**src/rtl/actor_token_fifo.sv**
```systemverilog
// actor_token_fifo: order-preserving first-word-fall-through token queue placed
// between the Out port of one actor and the In port of the next.
//   Write side (producer -> queue): WR_SEND, WR_DATA, WR_COUNT in; WR_ACK, WR_RDY out.
//   Read side  (queue -> consumer): RD_SEND, RD_DATA, RD_COUNT out; RD_ACK in.
//   ERR: sticky protocol-violation flag, cleared only by RESET.
//   CLK rising edge; RESET asynchronous, active-high.
module actor_token_fifo #(
  parameter int unsigned WIDTH      = 16,
  parameter int unsigned DEPTH_LOG2 = 4,
  parameter int unsigned CNT_W      = 16
) (
  input  logic             CLK,
  input  logic             RESET,
  input  logic             WR_SEND,
  input  logic [WIDTH-1:0] WR_DATA,
  input  logic [CNT_W-1:0] WR_COUNT,
  output logic             WR_ACK,
  output logic             WR_RDY,
  output logic             RD_SEND,
  output logic [WIDTH-1:0] RD_DATA,
  output logic [CNT_W-1:0] RD_COUNT,
  input  logic             RD_ACK,
  output logic             ERR
);

  localparam int unsigned DEPTH = 2 ** DEPTH_LOG2;
  localparam int unsigned PW    = DEPTH_LOG2;
  localparam int unsigned CW    = DEPTH_LOG2 + 1;

  localparam logic [CW-1:0]    DEPTH_C = CW'(DEPTH);
  localparam logic [CNT_W-1:0] ONE_TOK = CNT_W'(1);

  logic [WIDTH-1:0] mem [DEPTH];

  logic [PW-1:0] wr_ptr_q, wr_ptr_d;
  logic [PW-1:0] rd_ptr_q, rd_ptr_d;
  logic [CW-1:0] count_q,  count_d;
  logic          wr_rdy_q, wr_rdy_d;
  logic          err_q,    err_d;

  logic push;
  logic pop;
  logic not_empty;

  // Handshake decode and next-state for pointers, occupancy, ready and error.
  always_comb begin
    not_empty = (count_q != '0);
    push      = WR_SEND & wr_rdy_q;
    pop       = RD_ACK & not_empty;

    wr_ptr_d  = wr_ptr_q;
    rd_ptr_d  = rd_ptr_q;
    count_d   = count_q;
    err_d     = err_q;

    if (push) wr_ptr_d = wr_ptr_q + PW'(1);
    if (pop)  rd_ptr_d = rd_ptr_q + PW'(1);
    count_d = count_q + CW'(push) - CW'(pop);

    // Ready looks one cycle ahead, so a full queue refuses a push even when
    // the consumer pops in the same cycle.
    wr_rdy_d = (count_d < DEPTH_C);

    if (WR_SEND & ~wr_rdy_q)               err_d = 1'b1;
    if (RD_ACK & ~not_empty)               err_d = 1'b1;
    if (WR_SEND & (WR_COUNT != ONE_TOK))   err_d = 1'b1;
  end

  // Control state.
  always_ff @(posedge CLK or posedge RESET) begin
    if (RESET) begin
      wr_ptr_q <= '0;
      rd_ptr_q <= '0;
      count_q  <= '0;
      wr_rdy_q <= 1'b0;
      err_q    <= 1'b0;
    end else begin
      wr_ptr_q <= wr_ptr_d;
      rd_ptr_q <= rd_ptr_d;
      count_q  <= count_d;
      wr_rdy_q <= wr_rdy_d;
      err_q    <= err_d;
    end
  end

  // Token storage, not reset.
  always_ff @(posedge CLK) begin
    if (push) mem[wr_ptr_q] <= WR_DATA;
  end

  assign WR_ACK   = push;
  assign WR_RDY   = wr_rdy_q;
  assign RD_SEND  = not_empty;
  assign RD_DATA  = mem[rd_ptr_q];
  assign RD_COUNT = CNT_W'(count_q);
  assign ERR      = err_q;

endmodule

```
**config.mk**
```make
export PLATFORM = sky130hd
export DESIGN_NAME = actor_token_fifo
export DESIGN_NICKNAME = d
export VERILOG_FILES = /design/src/rtl/actor_token_fifo.sv
export SDC_FILE = /design/constraint.sdc
export NUM_CORES = 1
export LEC_CHECK = 0
export CAP_MARGIN = 20
export CORE_MARGIN = 3
export CORE_UTILIZATION = 51
export CTS_CLUSTER_SIZE = 12
export DETAILED_ROUTE_END_ITERATION = 10
export PLACE_DENSITY = 0.71
export SLEW_MARGIN = 20
export SYNTH_ARGS = -nofsm -noshare
export SYNTH_HDL_FRONTEND = slang
export SYNTH_SLANG_ARGS = --single-unit
```
**constraint.sdc**
```tcl
create_clock -name CLK -period 3.55 [get_ports CLK]
set_input_delay 0.5325 -clock CLK [delete_from_list [all_inputs] [get_ports CLK]]
set_output_delay 0.5325 -clock CLK [all_outputs]
set_load 0.05 [all_outputs]
```
==> After elaboration in Yosys (flattened, before gate mapping) <==
Memory sizes are Yosys's and may differ from the RTL's.
Index checks and enable logic that the tools add are counted.
{ "classes": {"n_addsub": 4, "magnitude_cmp": 1, "n_eq_ne": 1, "n_mux": 5, "bitwise": 7, "n_reduce_logical": 2} }
{ "ops": {"columns": ["operator", "n"], "rows": [
  ["16-bit by 1-bit inequality test with 1-bit output, second input constant", 1],
  ["4-bit by 1-bit adder with 4-bit output, second input constant", 2],
  ["5-bit by 1-bit adder with 5-bit output", 1],
  ["1-bit bitwise AND", 5],
  ["5-bit < comparator, second input constant", 1],
  ["1-bit two-way mux", 5],
  ["5-bit nonzero test", 1],
  ["5-bit by 1-bit subtractor with 5-bit output", 1],
  ["3-bit nonzero test", 1],
  ["1-bit NOT", 2]
]} }
{ "totals": {"reg_bits": 15, "mem_bits_rw": 256, "inputBits": 36, "elab_cells": 26, "n_memories": 1} }
{ "memory_table": {"columns": ["memory", "depth", "word_bits", "read_ports", "rd_ports_with_merged_regs", "write_ports", "line_no", "source"], "rows": [
  ["mem", 16, 16, 1, 0, 1, "33", "logic [WIDTH-1:0] mem [DEPTH];"]
]} }

==> Logic depth before layout (Yosys ltp) <==
{ "logic_depth": {"depth_word": 5, "ltp_mapped": 14, "depth_no_buf": 13} }

==> Least setup slack after synthesis <==
OpenSTA, ideal clock, no wires.
{ "synth_path": {"path_kind": "register -> register", "from": "register wr_rdy_q, in the netlist WR_RDY", "to": "memory mem[3][0], enable pin", "arrival_time_ns": 2.895, "required_time_ns": 3.141, "path_slack_ns": 0.246, "path_stages_with_launch": 5, "path_buffers": 1, "period_less_slack_ns": 3.304, "cell_sequence": "dfrtp_1 -> and2_1 -> clkbuf_1 -> nand2_1 -> nor3_1"} }
{ "synth_via": {"elab_chain_cells": 3} }
{ "synth_lines": {"columns": ["item", "line_no", "source"], "rows": [
  ["start, declared", "38", "logic wr_rdy_q, wr_rdy_d;"],
  ["start signal, assigned", "81", "wr_rdy_q <= wr_rdy_d;"],
  ["1-bit bitwise AND", "48", "push = WR_SEND & wr_rdy_q;"],
  ["net WR_ACK", "17", "output logic WR_ACK,"],
  ["1-bit two-way mux", "88", "if (push) mem[wr_ptr_q] <= WR_DATA;"],
  ["1-bit two-way mux (not written as such)", "88", null],
  ["end, declared", "33", null]
]} }
The timed path passes the listed nets, and every way through them passes these cells.

==> Worst setup path in the final report <==
{ "layout_path": {"from": "register rd_ptr_q[0]", "to": "output port RD_DATA[3]"} }
{ "layout_via": {"elab_chain_cells": 1} }
{ "layout_lines": {"columns": ["item", "line_no", "source"], "rows": [
  ["start, declared", "36", "logic [PW-1:0] rd_ptr_q, rd_ptr_d;"],
  ["start signal, assigned", "79", "rd_ptr_q <= rd_ptr_d;"],
  ["memory read 16 x 16 bit", null, null],
  ["end, declared", "20", "output logic [WIDTH-1:0] RD_DATA,"]
]} }
No other way between the ends.

==> summary.md <==
| Metric | Value |
|---|---|
| Final setup viols | 0 |
| Worst setup margin | 0.1396 ns |
| WS Path Type | register to primary output |
| Pre-Repair DR Iteration Count | 5 |
| Sequential area share after synthesis | 76.07% |
| Detailed Route Iter0 Violations | 355 |
| CTS buffer count | 28 |
| Global-route wire length before repair | 32.88 mm |
| Net switching power | 0.003510 W |
| Ant. Diodes | 0 |
| Total negative setup slack | 0 ns |
| Die X | 150.2 um |
| Skew-Pair Late Insertion Delay | 0.52 ns |
| CP required | 3.02 ns |
| DRC | 0 |
| DPL Wire Length | 13.26 mm |
| Fin. Hold Viols | 0 |
| Total die area | 0.02255 mm2 |
| Fin crit share | 96.07% |
| Crit path DAT | 2.88 ns |
| Fillers | 1440 |
| Largest net degree at the start of global routing | 40 |
| Largest cells by area after synthesis | edfxtp_1 (73%), mux4_2 (14%), dfrtp_1 (3.5%) |
| Comb pwr share | 36.2% |
| Mapped Cells | 504 |
| Vias | 5163 |
| Worst Skew | 0.009078 ns |
| Unrepaired setup endpoints after global routing | no |
| Share of cells above drive strength 1 | 24.03% |
| Mapped Area | 0.01060 mm2 |
| Util after Layout | 61.53% |
| Leakage | 4.249 nW |
| Initial Util | 52.21% |
| Yosys warnings | 0 |
| Worst hold path type | primary input to async pin |
| Die height | 150.2 um |
| Least-Margin Pin Slew | 0.6448 ns |
| Post-CTS setup buffers | 0 |
| Final critical-path required period | 3.410 ns |
| Global-route usage over all layers | 19.66% |
| Internal power | 0.006769 W |
| Slew Viols, Final | 0 |
| DP Cell Count | 847 |
| Core ar. | 0.02030 mm2 |
| # nets final | 655 |
| Multi-input gate area | 0.002313 mm2 |
| Num Clock Sinks | 271 |
| Via density per instance | 5.801 |
| # rows | 52 |
| Port bufs | 60 |
| Dominant cell type by area after synthesis | edfxtp_1 |
| Peak supply drop | 0.0005031 V |
| Post-synth top area share | 72.53% |
| Slew HR | 56.88% |
| Hold_buf cts | 0 |
| Antenna-violating nets left | 0 |
| Gr ovfl total | 0 |
| Clock-pin slew on the worst setup and hold paths | 0.06 ns |
| IO Pins | 72 |
| RePlAce Congestion | 0.7854 |
| Syn_area_per_cell | 21.03 um2 |
| Crit. End Element | primary output |
| FMAX | 293.2 MHz |
| Clock buffer depth | 3 |
| Root Buffer | clkbuf_16 |
| Switching share of power | 34.15% |
| Count of cell types in the netlist | 31 |
| Final Non-Filler Cells | 890 |
| H-tree levels | 1 |
| Initial antenna violation count | 0 |
| Clock power share | 24.8% |
| Status | finished, final reports clean |
| Sequential power share | 39.0% |
| MaxCap Viol Count | 0 |
| Layout area overhead | 17.85% |
| CP Launch Type | register |
| CTS tree | yes |
| Pre-CTS worst setup slack | 0.5040 ns |
| Flops & latches, synth | 271 |
| Vias in the first global route | 5446 |
| Largest fanout on the critical path | 16 |
| FF+latch area | 0.008068 mm2 |
| Wire per inst | 24.09 um |
| Final WL | 21.44 mm |
| P per Cell Area | 822.9 mW/mm2 |
cells in the mapped netlist:
master    number
and2_1         2
a22oi_1       32
mux4_2        64
buf_1          2
conb_1         1
inv_1         13
clkbuf_1      11
a21oi_1        2
a21o_1         1
a221o_1        1
buf_12         1
nand4_1        3
nand2b_1       3
nor3_1         5
nand2_1       23
ha_1          11
nor4_1         3
nor4b_2        1
buf_6          4
buf_4         11
xnor2_1        8
nor2b_1        3
o21ai_0        1
edfxtp_1     256
mux2_2         1
fa_1           1
dfrtp_1       15
buf_2          7
and3_1         1
nor2_1        14
xor2_1         3
worst paths after layout:
check / start / end / slack (ns) / depth (start not counted)
worst min-delay path: RESET / rd_ptr_q[2] / 0.39 / 2
min in group CLK: ERR / ERR / 0.50 / 1
worst max-delay path: rd_ptr_q[0] / RD_DATA[3] / 0.14 / 5
worst min register to register: ERR / ERR / 0.50 / 1
max in group asynchronous: RESET / rd_ptr_q[0] / 2.70 / 2
worst max register to register: count_q[2] / WR_RDY / 0.78 / 13
power by group through the flow:
stage	logic, W	clock network, W	registers (W)
after detailed placement	0.00378	0	0.00407
after floorplan	0.00264	0	0.00405
after global routing	0.00398	0.00272	0.00404
after global placement	0.00373	0	0.00405
final	0.00372	0.00255	0.00401
after CTS	0.00380	0.00260	0.00401
cell type report:
| class | instances | share of cell area (%) |
|---|---|---|
| clock buffer | 32 | 5.900 |
| inverter | 13 | 0.3907 |
| timing repair buffer | 99 | 7.523 |
| multi-input combinational | 194 | 18.52 |
| tap | 270 | 2.705 |
| clock inverter | 11 | 0.3706 |
| sequential | 271 | 64.59 |
placed cells by master (no fill, tap or decap), types with 9 or more instances in the layout:
master,synthesis,layout
a22oi_1,32,32
buf_4,11,41
clkbuf_16,0,29
clkdlybuf4s50_1,0,45
conb_1,1,11
dfrtp_1,15,13
dlymetal6s2s_1,0,9
edfxtp_1,256,256
ha_1,11,11
inv_1,13,13
mux4_2,64,64
nand2_1,23,23
nor2_1,14,14
logic make-up after synthesis:
group / Yosys count / synth area share, %
fa+ha+maj: 12 / 1.487
buf+inv: 49 / 2.644
mux: 65 / 13.71
xor+xnor: 11 / 0.9091
flops: 271 / 76.07
other cells: 1 / 0.03538
compound gates: 37 / 2.573
simple gates: 58 / 2.573
routing by layer:
layer | vias to the layer above | routed length (um) | global-route usage, %
met4 | 0 | 489 | 5.215
met1 | 2755 | 8693 | 26.65
li1 | 2228 | - | -
met2 | 145 | 11190 | 33.61
met5 | - | 0 | 0
met3 | 35 | 1069 | 3.341
registers in the layout (all words and copies together) (netlist names):
name and flops:
ERR 1, WR_RDY 1, count_q 5, mem 256
rd_ptr_q 4, wr_ptr_q 4
what timing repair did:
action,4_1_cts,5_1_grt
setup endpoints to repair,1,9
pin swaps,0,0
gates cloned,0,0
gates resized for setup,1,9
per-stage QoR:
stage | total power, W | area, um2 | hold WS [ns]
after floorplan | 0.006690 | 10640 | 0.4340
after global placement | 0.007783 | 11690 | 0.4729
after detailed placement | 0.007854 | 11690 | 0.4824
after CTS | 0.01041 | 12470 | 0.3878
after global routing | 0.01075 | 12490 | 0.4454
final | 0.01028 | 12490 | 0.3906
critical path, stage by stage (launching register included):
cell,delay [ns]
dfrtp_4,0.62
buf_12,0.23
mux4_2,0.50
a22oi_1,0.19
nand2_1,0.08
clkdlybuf4s50_1,0.72
Note: power is estimated with default switching activity, not from simulation.
